## config.mk

```make
export PLATFORM = sky130hd
export DESIGN_NAME = serial_word_rx
export DESIGN_NICKNAME = d
export VERILOG_FILES = /design/src/rtl/serial_word_rx.sv
export SDC_FILE = /design/constraint.sdc
export NUM_CORES = 1
export LEC_CHECK = 0
export BUFFER_PORTS_ARGS = -buffer_cell sky130_fd_sc_hd__buf_2
export CORE_ASPECT_RATIO = 0.5
export CORE_MARGIN = 4
export CORE_UTILIZATION = 30
export CTS_CLUSTER_DIAMETER = 150
export DETAILED_ROUTE_END_ITERATION = 6
export HOLD_SLACK_MARGIN = 0.15
export PLACE_DENSITY = 0.45
export SYNTH_ARGS = -nofsm -noshare
export SYNTH_HDL_FRONTEND = slang
export SYNTH_SLANG_ARGS = --single-unit
```

## constraint.sdc

```tcl
create_clock -name i_clk -period 2.3 [get_ports i_clk]
set_input_delay 0.115 -clock i_clk [delete_from_list [all_inputs] [get_ports i_clk]]
set_output_delay 0.115 -clock i_clk [all_outputs]
set_load 0.03 [all_outputs]
```

## src/rtl/serial_word_rx.sv

```systemverilog
// Serial-to-parallel word receiver: captures LSB-first frames from an upstream
// serial source and buffers complete words in a first-word-fall-through FIFO.
module serial_word_rx #(
  parameter int DATA_WIDTH = 24,
  parameter int FIFO_DEPTH = 4
) (
  input  logic                          i_clk,
  input  logic                          i_rst,
  input  logic                          i_en,
  input  logic                          i_din,
  input  logic                          i_din_valid,
  output logic                          o_ready,
  output logic [DATA_WIDTH-1:0]         o_word,
  output logic                          o_word_valid,
  input  logic                          i_word_ready,
  output logic [$clog2(FIFO_DEPTH):0]   o_fifo_count,
  output logic                          o_busy
);

  localparam int PTR_W = $clog2(FIFO_DEPTH);
  localparam int CNT_W = PTR_W + 1;
  localparam int BIT_W = $clog2(DATA_WIDTH + 1);

  typedef enum logic [1:0] {
    IDLE     = 2'd0,
    SHIFT    = 2'd1,
    WAIT_LOW = 2'd2
  } state_t;

  state_t                 state_q, state_d;
  logic [BIT_W-1:0]       bit_cnt_q, bit_cnt_d;
  logic [DATA_WIDTH-1:0]  shift_q, shift_d;
  logic                   ready_d;
  logic                   push, pop, fifo_full;

  logic [DATA_WIDTH-1:0]  mem [FIFO_DEPTH];
  logic [PTR_W-1:0]       wr_ptr_q, rd_ptr_q;
  logic [CNT_W-1:0]       count_q;

  // Space is reserved at frame start, so a push can never hit a full FIFO.
  assign fifo_full = (count_q == CNT_W'(FIFO_DEPTH));
  assign pop       = i_word_ready && (count_q != '0);

  // NOTE: every signal assigned in this block gets a default first, so no path leaves it holding a value (no latch).
  always_comb begin
    state_d   = state_q;
    bit_cnt_d = bit_cnt_q;
    shift_d   = shift_q;
    ready_d   = o_ready;
    push      = 1'b0;
    case (state_q)
      IDLE: begin
        if (i_en && i_din_valid && !fifo_full) begin
          state_d   = SHIFT;
          ready_d   = 1'b1;
          bit_cnt_d = '0;
        end
      end
      SHIFT: begin
        // LSB arrives first and shifts down, ending up in bit 0.
        shift_d = {i_din, shift_q[DATA_WIDTH-1:1]};
        if (bit_cnt_q == BIT_W'(DATA_WIDTH - 1)) begin
          push    = 1'b1;
          ready_d = 1'b0;
          state_d = WAIT_LOW;
        end else begin
          bit_cnt_d = bit_cnt_q + 1'b1;
        end
      end
      WAIT_LOW: begin
        if (!i_din_valid) state_d = IDLE;
      end
      default: state_d = IDLE;
    endcase
  end

  // NOTE: sequential state uses non-blocking assignments so all registers update together on the edge.
  always_ff @(posedge i_clk or negedge i_rst) begin
    if (!i_rst) begin
      state_q   <= IDLE;
      bit_cnt_q <= '0;
      shift_q   <= '0;
      o_ready   <= 1'b0;
      o_busy    <= 1'b0;
    end else begin
      state_q   <= state_d;
      bit_cnt_q <= bit_cnt_d;
      shift_q   <= shift_d;
      o_ready   <= ready_d;
      o_busy    <= (state_d != IDLE);
    end
  end

  always_ff @(posedge i_clk or negedge i_rst) begin
    if (!i_rst) begin
      wr_ptr_q <= '0;
      rd_ptr_q <= '0;
      count_q  <= '0;
    end else begin
      if (push) wr_ptr_q <= wr_ptr_q + 1'b1;
      if (pop)  rd_ptr_q <= rd_ptr_q + 1'b1;
      case ({push, pop})
        2'b10:   count_q <= count_q + 1'b1;
        2'b01:   count_q <= count_q - 1'b1;
        default: count_q <= count_q;
      endcase
    end
  end

  // NOTE: storage is not reset; the output mux zeroes o_word while empty, so stale entries are never visible.
  always_ff @(posedge i_clk) begin
    if (push) mem[wr_ptr_q] <= shift_d;
  end

  assign o_word_valid = (count_q != '0);
  assign o_word       = o_word_valid ? mem[rd_ptr_q] : '0;
  assign o_fifo_count = count_q;

endmodule

```

==> out/metrics.yaml, run 1 <==
die:
  die_w_um: 198
  row_count: 34
  design.die.area_sq_um: 20400
  start_util: 0.309
  pin_count: 36
  coreArea_sq_um: 17500
  die-height_um: 103
worst_setup_path:
  cpPeakStageDelay_ns: 0.40
  rrSetupSlack_ns: 0.16
  r2r_cells: 10
  endpoint_kind: "flip-flop"
  timing.rr.end: "o_fifo_count[2]"
  r2r-start: "bit_cnt_q[0]"
  crit_end: "o_fifo_count[2]"
  cp_cell_sequence: "ha_1 > nand4b_1 > nor2_1 > inv_1 > ha_1 > inv_1 > fa_1 > xor2_1 > nor2_1 > xor2_1"
  cp.depth: 10
  critPathTopFamily: "adder cells"
  worstSetupPathType: "flip-flop to flip-flop"
  worstSetupStartpointType: "flip-flop"
  worstPathArrival_ns: 2.47
  crit_required_ns: 2.63
  cp.buffers_inverters: 2
  slowest_stage: "dfrtp_1"
  crit_path_start: "bit_cnt_q[0]"
  path_max_fanout: 4
clock_tree:
  cts.sink_count: 136
  clk_latency_ns: 0.41
  root_buffer: "clkbuf_16"
  cts_made_buffers: 17
  cts_tree: "done"
  cts_buffer_depth: 2
  cts_max_level: 4
  clkTransAtPathRegs_ns: 0.06
global_routing:
  grt_use_total: 0.115
  grt_pass1_wl_um: 17600
  grt_pass1_vias: 3189
  overflow: 0
  antenna_found_initial: 0
  grt_max_degree: 41
placed_design:
  dp_cells: 600
  place_area_sq_um: 5930
  port_buffers: 35
  place_hpwl_um: 6430
  place_congestion: 0.729
synth:
  synth_edf_count: 96
  synth_fa_ha_area_frac: 0.0176
  synthSimpleGateAreaFrac: 0.105
  synth-seq-area-share: 0.718
  netlist-cell-type-count: 34
  yosysWarningCount: 0
  synthArstFlopShare: 0.294
  synth-seq-cells: 136
  syn_area_per_cell_sq_um: 16.2
  synth_ff_type: "edfxtp_1"
  synthCells: 335
  synth_fp_nets: 348
  muxShareOfSynthArea: 0.110
  synth_top_family_by_area: "multiplexers"
  netlist_area_sq_um: 5410
  synth_compound_area_frac: 0.0136
  synthXorXnorAreaFrac: 0.00971
sta:
  hold_violations: 0
  fmax_ghz: 0.468
  period_minus_slack_ns: 2.14
  drv_slew: 0
  tightestPinTransition_ns: 1.00
  maxSlewHeadroom: 0.331
  rsz0062_at_grt: "false"
  setup_tns_ns: 0
  fin_skew_ns: 0.0133
  setup_viol: 0
  finalCritPeriodShare: 0.930
routing:
  drtIter0Drc: 153
  via_per_inst: 4.48
  num_vias: 2855
  ant_nets: 0
  remaining_drc_errors: 0
  drt-total-wl_um: 10700
  wl_per_cell_um: 16.8
  first_pass_iters: 5
finish:
  multi_input_area_sq_um: 1380
  drive_gt1_frac: 0.248
  num-fill-cells: 1644
  final_common_cell: "edfxtp_1"
  stdcell_area_sq_um: 6600
  area_delta_synth_final_pct: 21.9
  layout_common_cells: "edfxtp_1, nand2_1, dfrtp_1"
  final_cells: 637
  seqCellArea_sq_um: 3880
  n_antenna_cell: 0
  final_core_util: 0.376
  final_nets: 403
hold_path:
  hold_class: "input pin to flip-flop"
power:
  leakagePower_uw: 0.00258
  power.density_nw_per_um2: 1420
  finalPower_uw: 9380
  ir_drop_uv: 625
run:
  maxCapViolCount: 0
status:
  outcome: "complete, no violations"
how the worst min path moves through the flow:
stage          start            to  slack (ns)  cells past startpoint
2_1_floorplan  i_rst  bit_cnt_q[0]       -0.18                      0
3_3_place_gp   i_rst  bit_cnt_q[4]        0.34                      1
3_5_place_dp   i_rst  bit_cnt_q[0]        0.35                      1
4_1_cts         i_en    state_q[0]        0.15                      3
5_1_grt         i_en    state_q[0]        0.19                      3
6_report        i_en    state_q[0]        0.17                      3
Yosys cell counts, drive strengths merged, types with 3 or more instances:
cell type   n  area, sq um
nand2      72          270
mux4       24          563
o21ai       6         30.0
nor2        3         11.3
dfrtp      40         1000
mux2i       3         30.0
xnor2       3         26.3
inv        10         37.5
nand3       7         35.0
clkbuf      8         30.0
and3        4         25.0
xor2        3         26.3
edfxtp     96         2880
ha          6         75.1
buf         9         80.1
and2       25          156
where the power goes:
group | internal, uW | switching [uW] | total [uW] | leakage, uW
clock network | 1740 | 1060 | 2800 | 0.000295
logic | 1110 | 2020 | 3120 | 0.000903
registers | 3250 | 209 | 3460 | 0.00138
worst register-to-register path, delay by kind of cell (launching register included):
| family | cells | cell delay, ns |
|---|---|---|
| adders and majority gates | 3 | 0.80 |
| and+or+nand+nor | 3 | 0.41 |
| DFF | 1 | 0.40 |
| xor gates and xnor gates | 2 | 0.31 |
| buffers and inverters | 2 | 0.15 |
sequential cells by signal, indices dropped and copies added (netlist names):
| register | flops |
|---|---|
| rd_ptr_q | 2 |
| o_fifo_count | 3 |
| o_ready | 1 |
| o_busy | 1 |
| mem | 96 |
| wr_ptr_q | 2 |
| bit_cnt_q | 5 |
| state_q | 2 |
| shift_q | 24 |
cells by family after synthesis:
group                    after synthesis
XOR/XNOR                               6
AO/OA/AOI/OAI                         12
adder cells (fa/ha/maj)                7
multiplexers                          27
buffers and inverters                 27
flip-flops                           136
AND/OR/NAND/NOR                      120
metrics by stage:
step	setup WS, ns	hold slack (ns)
4_1_cts	0.147	0.151
6_report	0.161	0.165
2_1_floorplan	0.183	-0.181
3_5_place_dp	0.152	0.349
5_1_grt	0.0412	0.190
3_3_place_gp	0.303	0.340
per-layer routing:
layer	vias up	GRT usage	wire length, um	share of wire
met5	-	0	0	0
met4	0	0.0412	138	0.013
met3	11	0.0333	367	0.034
met2	52	0.196	5390	0.50
met1	1461	0.142	4840	0.45
li1	1331	-	-	-
repair_timing:
action,in CTS,in global routing
hold buffers,5,0
gates resized for setup,0,0
endpoints found under the hold margin,49,0
buffers inserted,0,0
cell type report:
cell class / count / area share
Clock inverter: 14 / 0.0283
Timing Repair Buffer: 53 / 0.0584
Sequential cell: 136 / 0.589
Tap cell: 234 / 0.0444
Clock buffer: 18 / 0.0650
Inverter: 10 / 0.00569
Multi-Input combinational cell: 172 / 0.210
(Power assumes the default switching activity.)
==> run 2: changes to the inputs <==
- ABC_AREA: default -> 1
==> run 2 against run 1 <==
  * Via count increased by 20%
  * Sequential cell count unchanged
  * Highest routed layer unchanged
  * Clock skew decreased by 0.0024 ns
  * Sequential share of layout area decreased by 0.47 points
==> out/metrics.yaml, run 2 <==
synth:
  synthCells: 474  # was 335
  synth-seq-area-share: 0.703  # was 0.718
  synth_largest_area_cell: "edfxtp_1"  # unchanged
  synth_fp_nets: 487  # was 348
  synth_edf_count: 96  # unchanged
  synth_top_area_frac: 0.522  # was 0.533
  synth_most_common_cell: "nor2_1"  # was edfxtp_1
  synthTopCellsByCount: "nor2_1, edfxtp_1, o21ai_0"  # was edfxtp_1, nand2_1, dfrtp_1
  netlist_area_sq_um: 5530  # was 5410 sq um
  yosys-top-cells-area: "edfxtp_1, dfrtp_1, nor2_1"  # was edfxtp_1, dfrtp_1, mux4_2
  synth_ff_type: "edfxtp_1"  # unchanged
  synthArstFlopShare: 0.294  # unchanged
  netlist-cell-type-count: 32  # was 34
  syn_area_per_cell_sq_um: 11.7  # was 16.2 sq um
  yosysWarningCount: 0  # unchanged
  synth-seq-cells: 136  # unchanged
finish:
  regMostFlops: "mem"  # unchanged
  num-fill-cells: 1732  # was 1644
  area_delta_synth_final_pct: 20.4  # was 21.9%
  largest_reg_flops: 96  # unchanged
  layout_common_cells: "nor2_1, edfxtp_1, o21ai_0"  # was edfxtp_1, nand2_1, dfrtp_1
  n_antenna_cell: 0  # unchanged
  final_nets: 542  # was 403
  drive_gt1_frac: 0.192  # was 0.248
  final_common_cell: "nor2_1"  # was edfxtp_1
  reg_top3: "mem: 96 flops, shift_q: 24 flops, bit_cnt_q: 5 flops"  # unchanged
  final_cells: 776  # was 637
clock_tree:
  cts_buffer_depth: 2  # unchanged
  cts_made_buffers: 17  # unchanged
  clk_latency_ns: 0.41  # about the same
  post_cts_buffers: 0  # unchanged
  cts.sink_count: 136  # unchanged
  cts_tree: "done"  # unchanged
  root_buffer: "clkbuf_16"  # unchanged
  cts_max_level: 4  # unchanged
  clkTransAtPathRegs_ns: 0.06  # about the same
routing:
  wl_per_cell_um: 15.6  # was 16.8 um
  ant_nets: 0  # unchanged
  drtIter0Drc: 206  # was 153
  first_pass_iters: 4  # was 5
  via_per_inst: 4.40  # was 4.48
  drt-total-wl_um: 12100  # was 10700 um
  remaining_drc_errors: 0  # unchanged
  num_vias: 3416  # was 2855
worst_setup_path:
  cp.buffers_inverters: 1  # was 2
  slowest_stage: "dfrtp_1"  # unchanged
  critPathTopFamily: "adder cells"  # unchanged
  worstPathArrival_ns: 2.42  # was 2.47 ns
  worstSetupPathType: "flip-flop to flip-flop"  # unchanged
  path_max_fanout: 5  # was 4
  cp_cell_sequence: "ha_1 > nand2_2 > nor2_1 > nand2_1 > ha_1 > inv_1 > fa_1 > or2_2 > nand2_1 > xor2_1"  # was ha_1 > nand4b_1 > nor2_1 > inv_1 > ha_1 > inv_1 > fa_1 > xor2_1 > nor2_1 > xor2_1
  cpPeakStageDelay_ns: 0.41  # was 0.40 ns
  worstSetupStartpointType: "flip-flop"  # unchanged
  crit_required_ns: 2.64  # was 2.63 ns
  endpoint_kind: "flip-flop"  # unchanged
sta:
  tightestPinTransition_ns: 0.720  # was 1.00 ns
  period_minus_slack_ns: 2.08  # was 2.14 ns
  finalCritPeriodShare: 0.903  # was 0.930
  maxSlewHeadroom: 0.515  # was 0.331
  rsz0062_at_grt: "false"  # unchanged
  setup_tns_ns: 0  # unchanged
  fmax_ghz: 0.481  # was 0.468 GHz
  hold_violations: 0  # unchanged
  fin_skew_ns: 0.0110  # was 0.0133 ns
  setup_viol: 0  # unchanged
  drv_slew: 0  # unchanged
power:
  pwr-share-seq: 0.346  # was 0.368
  p_int_uw: 5880  # was 6090 uW
  clkPwrFrac: 0.271  # was 0.299
  p_sw_frac: 0.408  # was 0.351
  switchingPower_uw: 4060  # was 3290 uW
  power.density_nw_per_um2: 1490  # was 1420 nW/um^2
  p_comb_frac: 0.382  # was 0.333
  leakagePower_uw: 0.00259  # was 0.00258 uW
  ir_drop_uv: 614  # was 625 uV
die:
  row_count: 34  # unchanged
  die_w_um: 200  # was 198 um
  design.die.area_sq_um: 20800  # was 20400 sq um
  pin_count: 36  # unchanged
  start_util: 0.312  # was 0.309
  coreArea_sq_um: 17700  # was 17500 sq um
  die-height_um: 104  # was 103 um
global_routing:
  overflow: 0  # unchanged
  grt_pass1_vias: 3518  # was 3189
  grt_pass1_wl_um: 19900  # was 17600 um
  grt_use_met1: 0.186  # was 0.142
  antenna_found_initial: 0  # unchanged
  busiest_layer: "met1"  # was met2
  met2_usage: 0.178  # was 0.196
  grt_max_degree: 50  # was 41
  grt_use_total: 0.125  # was 0.115
  grtUsageMet3: 0.0343  # was 0.0333
placed_design:
  port_buffers: 35  # unchanged
  dp_cells: 740  # was 600
  place_hpwl_um: 7310  # was 6430 um
  place_congestion: 0.707  # was 0.729
hold_path:
  hold_class: "input pin to async pin"  # was input pin to flip-flop
status:
  outcome: "complete, no violations"  # unchanged
run:
  maxCapViolCount: 0  # unchanged
-- run 2: cell count changes after synthesis, sizes merged, moves of 22 or more --
cell   previous run  this run
a21oi             1        26
and2             25         0
inv              10        32
mux4             24         0
nand2            72        49
nor2              3       106
o21ai             6        73
-- run 2: routing by layer --
layer	up-vias	routed length, um
met2	83	5120
met4	0	113
li1	1719	-
met3	11	851
met1	1603	5980
met5	-	0
-- run 2: area by class of cell --
class                           instances  area (sq um)  area share
Sequential cell                       136          3880       0.584
Multi-Input combinational cell        283          1360       0.204
Clock buffer                           18           439      0.0660
Timing Repair Buffer                   59           403      0.0606
Tap cell                              234           293      0.0440
Clock inverter                         14           150      0.0226
Inverter                               32           125      0.0188
-- run 2: logic make-up (layout without fill, tap and decap cells) --
kind of cell    Yosys count  count (layout)  share of synthesized area
compound gates          100             100                     0.0938
simple gates            172             172                      0.124
buf+inv                  55             123                     0.0543
fa+ha+maj                 7               7                     0.0172
xor+xnor                  4               4                    0.00770
flops                   136             136                      0.703
-- run 2: power by group through the flow --
stage               logic, uW  clock network (uW)  registers [uW]
floorplan                2720                   0            3530
global placement         3850                   0            3480
detailed placement       3860                   0            3490
CTS                      3890                2760            3440
global route             4290                2870            3490
finish                   3800                2700            3440
-- run 2: metrics by stage --
stage          power, uW  worst slack, ns  utilization  hold WS [ns]  instance area [sq um]
3_3_place_gp        7330            0.253        0.340         0.128                   6020
6_report            9940            0.222        0.376         0.227                   6650
2_1_floorplan       6250          -0.0924            -        -0.181                   5530
3_5_place_dp        7350            0.198        0.340         0.133                   6020
4_1_cts            10100           0.0842        0.376         0.229                   6650
5_1_grt            10700           0.0599        0.376         0.270                   6650
-- run 2: what timing repair did --
action                     CTS  global route
hold endpoints to repair    49             0
resized for setup            0             2
hold buffers                 4             0
setup endpoints to repair    0             1
-- run 2: worst register-to-register path, cell delays in order, from the launching register on --
cell     delay [ns]
dfrtp_1        0.41
ha_1           0.23
nand2_2        0.13
nor2_1         0.06
nand2_1        0.08
ha_1           0.15
inv_1          0.06
fa_1           0.38
or2_2          0.30
nand2_1        0.08
xor2_1         0.14
-- run 2: path summary, 6_finish.rpt --
check	start	to	slack, ns	depth (start not counted)
max	bit_cnt_q[0]	o_fifo_count[2]	0.22	10
min	i_rst	shift_q[2]	0.23	2
max reg2reg	bit_cnt_q[0]	o_fifo_count[2]	0.22	10
min reg2reg	o_fifo_count[0]	o_fifo_count[0]	0.50	1
max in group asynchronous	i_rst	wr_ptr_q[1]	1.57	3
min in group i_clk	i_en	o_busy	0.29	5
==> run 3: changes to the inputs <==
==> constraint.sdc (replaced) <==
create_clock -name i_clk -period 2.5 [get_ports i_clk]
set_input_delay 0.125 -clock i_clk [delete_from_list [all_inputs] [get_ports i_clk]]
set_output_delay 0.125 -clock i_clk [all_outputs]
set_load 0.005 [all_outputs]
==> run 3 against run 2 <==
  * Critical path depth unchanged
  * Via count increased by 0.82%
  * Clock skew decreased by 0.0017 ns
  * Cell count decreased by 0.64%
  * First-iteration DRC count increased by 16%
  * Utilization unchanged
  * Global-route usage decreased by 0.16 points
  * Sequential cell count unchanged
  * Worst setup slack improved by 0.18 ns
  * Non-clock buffer count decreased by 4
  * Combinational power decreased by 26%
  * Worst hold slack improved by 0.11 ns
==> out/metrics.yaml, run 3 (synthesis gave the netlist of run 2 again) <==
die:
  die-height_um: 104  # unchanged
  coreArea_sq_um: 17700  # unchanged
  row_count: 34  # unchanged
  start_util: 0.312  # unchanged
  pin_count: 36  # unchanged
  die_w_um: 200  # unchanged
  design.die.area_sq_um: 20800  # unchanged
power:
  ir_drop_uv: 499  # was 614 uV
  leakagePower_uw: 0.00258  # was 0.00259 uW
  finalPower_uw: 8610  # was 9940 uW
  power.density_nw_per_um2: 1290  # was 1490 nW/um^2
sta:
  maxSlewHeadroom: 0.323  # was 0.515
  finalCritPeriodShare: 0.841  # was 0.903
  tightestPinTransition_ns: 1.02  # was 0.720 ns
  setup_viol: 0  # unchanged
  setup_slack_ns: 0.398  # was 0.222 ns
  hold_ws_ns: 0.332  # was 0.227 ns
  rsz0062_at_grt: "false"  # unchanged
  setup_tns_ns: 0  # unchanged
  fin_skew_ns: 0.00928  # was 0.0110 ns
  drv_slew: 0  # unchanged
  fmax_ghz: 0.476  # was 0.481 GHz
  period_minus_slack_ns: 2.10  # was 2.08 ns
  hold_violations: 0  # unchanged
finish:
  area_delta_synth_final_pct: 20.4  # unchanged
  largest_reg_flops: 96  # unchanged
  stdcell_area_sq_um: 6650  # unchanged
  n_antenna_cell: 0  # unchanged
  final_nets: 538  # was 542
  regMostFlops: "mem"  # unchanged
  drive_gt1_frac: 0.181  # was 0.192
  num-fill-cells: 1748  # was 1732
  final_common_cell: "nor2_1"  # unchanged
  layout_common_cells: "nor2_1, edfxtp_1, o21ai_0"  # unchanged
  reg_top3: "mem: 96 flops, shift_q: 24 flops, bit_cnt_q: 5 flops"  # unchanged
placed_design:
  pre_cts_slack_ns: 0.379  # was 0.198 ns
  place_congestion: 0.729  # was 0.707
  place_hpwl_um: 7090  # was 7310 um
  place_area_sq_um: 5980  # was 6020 sq um
  port_buffers: 35  # unchanged
worst_setup_path:
  worstSetupPathType: "flip-flop to flip-flop"  # unchanged
  r2r-start: "bit_cnt_q[0]"  # unchanged
  r2r_cells: 10  # unchanged
  crit_end: "o_fifo_count[2]"  # unchanged
  worstPathArrival_ns: 2.44  # was 2.42 ns
  crit_path_start: "bit_cnt_q[0]"  # unchanged
  rrSetupSlack_ns: 0.40  # was 0.22 ns
  worstSetupStartpointType: "flip-flop"  # unchanged
  crit_required_ns: 2.83  # was 2.64 ns
  timing.rr.end: "o_fifo_count[2]"  # unchanged
  endpoint_kind: "flip-flop"  # unchanged
  path_max_fanout: 5  # unchanged
routing:
  drt-total-wl_um: 12200  # was 12100 um
  num_vias: 3444  # was 3416
  ant_nets: 0  # unchanged
  drtIter0Drc: 239  # was 206
  via_per_inst: 4.47  # was 4.40
  remaining_drc_errors: 0  # unchanged
  first_pass_iters: 4  # unchanged
  wl_per_cell_um: 15.8  # was 15.6 um
clock_tree:
  clk_latency_ns: 0.41  # about the same
  postCtsHoldBufs: 4  # unchanged
  cts_made_buffers: 17  # unchanged
  cts.sink_count: 136  # unchanged
  root_buffer: "clkbuf_16"  # unchanged
  cts_tree: "done"  # unchanged
  clkTransAtPathRegs_ns: 0.06  # about the same
  cts_resized: 0  # unchanged
  post_cts_buffers: 0  # unchanged
  cts_buffer_depth: 2  # unchanged
  cts_max_level: 4  # unchanged
global_routing:
  grt_use_total: 0.123  # was 0.125
  grt_max_degree: 41  # was 50
  grt_pass1_vias: 3455  # was 3518
  antenna_found_initial: 0  # unchanged
  overflow: 0  # unchanged
  grt_pass1_wl_um: 19500  # was 19900 um
run:
  maxCapViolCount: 0  # unchanged
hold_path:
  hold_class: "input pin to flip-flop"  # was input pin to async pin
status:
  outcome: "complete, no violations"  # unchanged
## run 3: changes by cell type in the layout (fill, tap and decap cells not counted), sizes merged
| cell | delta |
|---|---|
| inv | -7 |
| buf | -4 |
| bufinv | +3 |
| clkinv | +3 |
## run 3: layout make-up
cell class	instances	area, sq um	share of cell area
multi-input combinational	283	1350	0.203
tap	234	293	0.0440
clock inverter	13	198	0.0297
inverter	32	123	0.0184
clock buffer	18	429	0.0645
timing repair buffer	55	373	0.0561
sequential	136	3880	0.584
## run 3: through the flow
stage / instances / util
after floorplan: 474 / -
after global placement: 736 / 0.338
after detailed placement: 736 / 0.338
after CTS: 771 / 0.376
after global routing: 771 / 0.376
final: 771 / 0.376
## run 3: how the worst min path moves through the flow
stage           from  cells past startpoint  slack (ns)      endpoint
2_1_floorplan  i_rst                      0       -0.17  bit_cnt_q[0]
3_3_place_gp   i_rst                      1        0.37       o_ready
3_5_place_dp   i_rst                      1        0.37       o_ready
4_1_cts         i_en                      5        0.34    state_q[0]
5_1_grt         i_en                      5        0.38       o_ready
6_report        i_en                      5        0.33    state_q[0]
## run 3: critical path, cell delays in order (launching register included)
cell,delay [ns]
dfrtp_1,0.42
ha_1,0.24
nand2_2,0.13
nor2_1,0.06
nand2_1,0.08
ha_1,0.15
inv_1,0.07
fa_1,0.38
or2_2,0.30
nand2_1,0.08
xor2_1,0.14
## run 3: layer usage
layer  vias to the layer above  track usage  share of wire  wire (um)
li1                       1715            -              -          -
met1                      1665        0.179           0.51       6220
met2                        53        0.180           0.44       5310
met3                        11       0.0317          0.042        508
met4                         0       0.0407          0.012        145
met5                         -            0              0          0
## run 3: power by group
part           switching (uW)  internal [uW]  total, uW
combinational            1860            945       2810
sequential                162           3010       3170
clock                     954           1680       2630
total                    2980           5630       8610
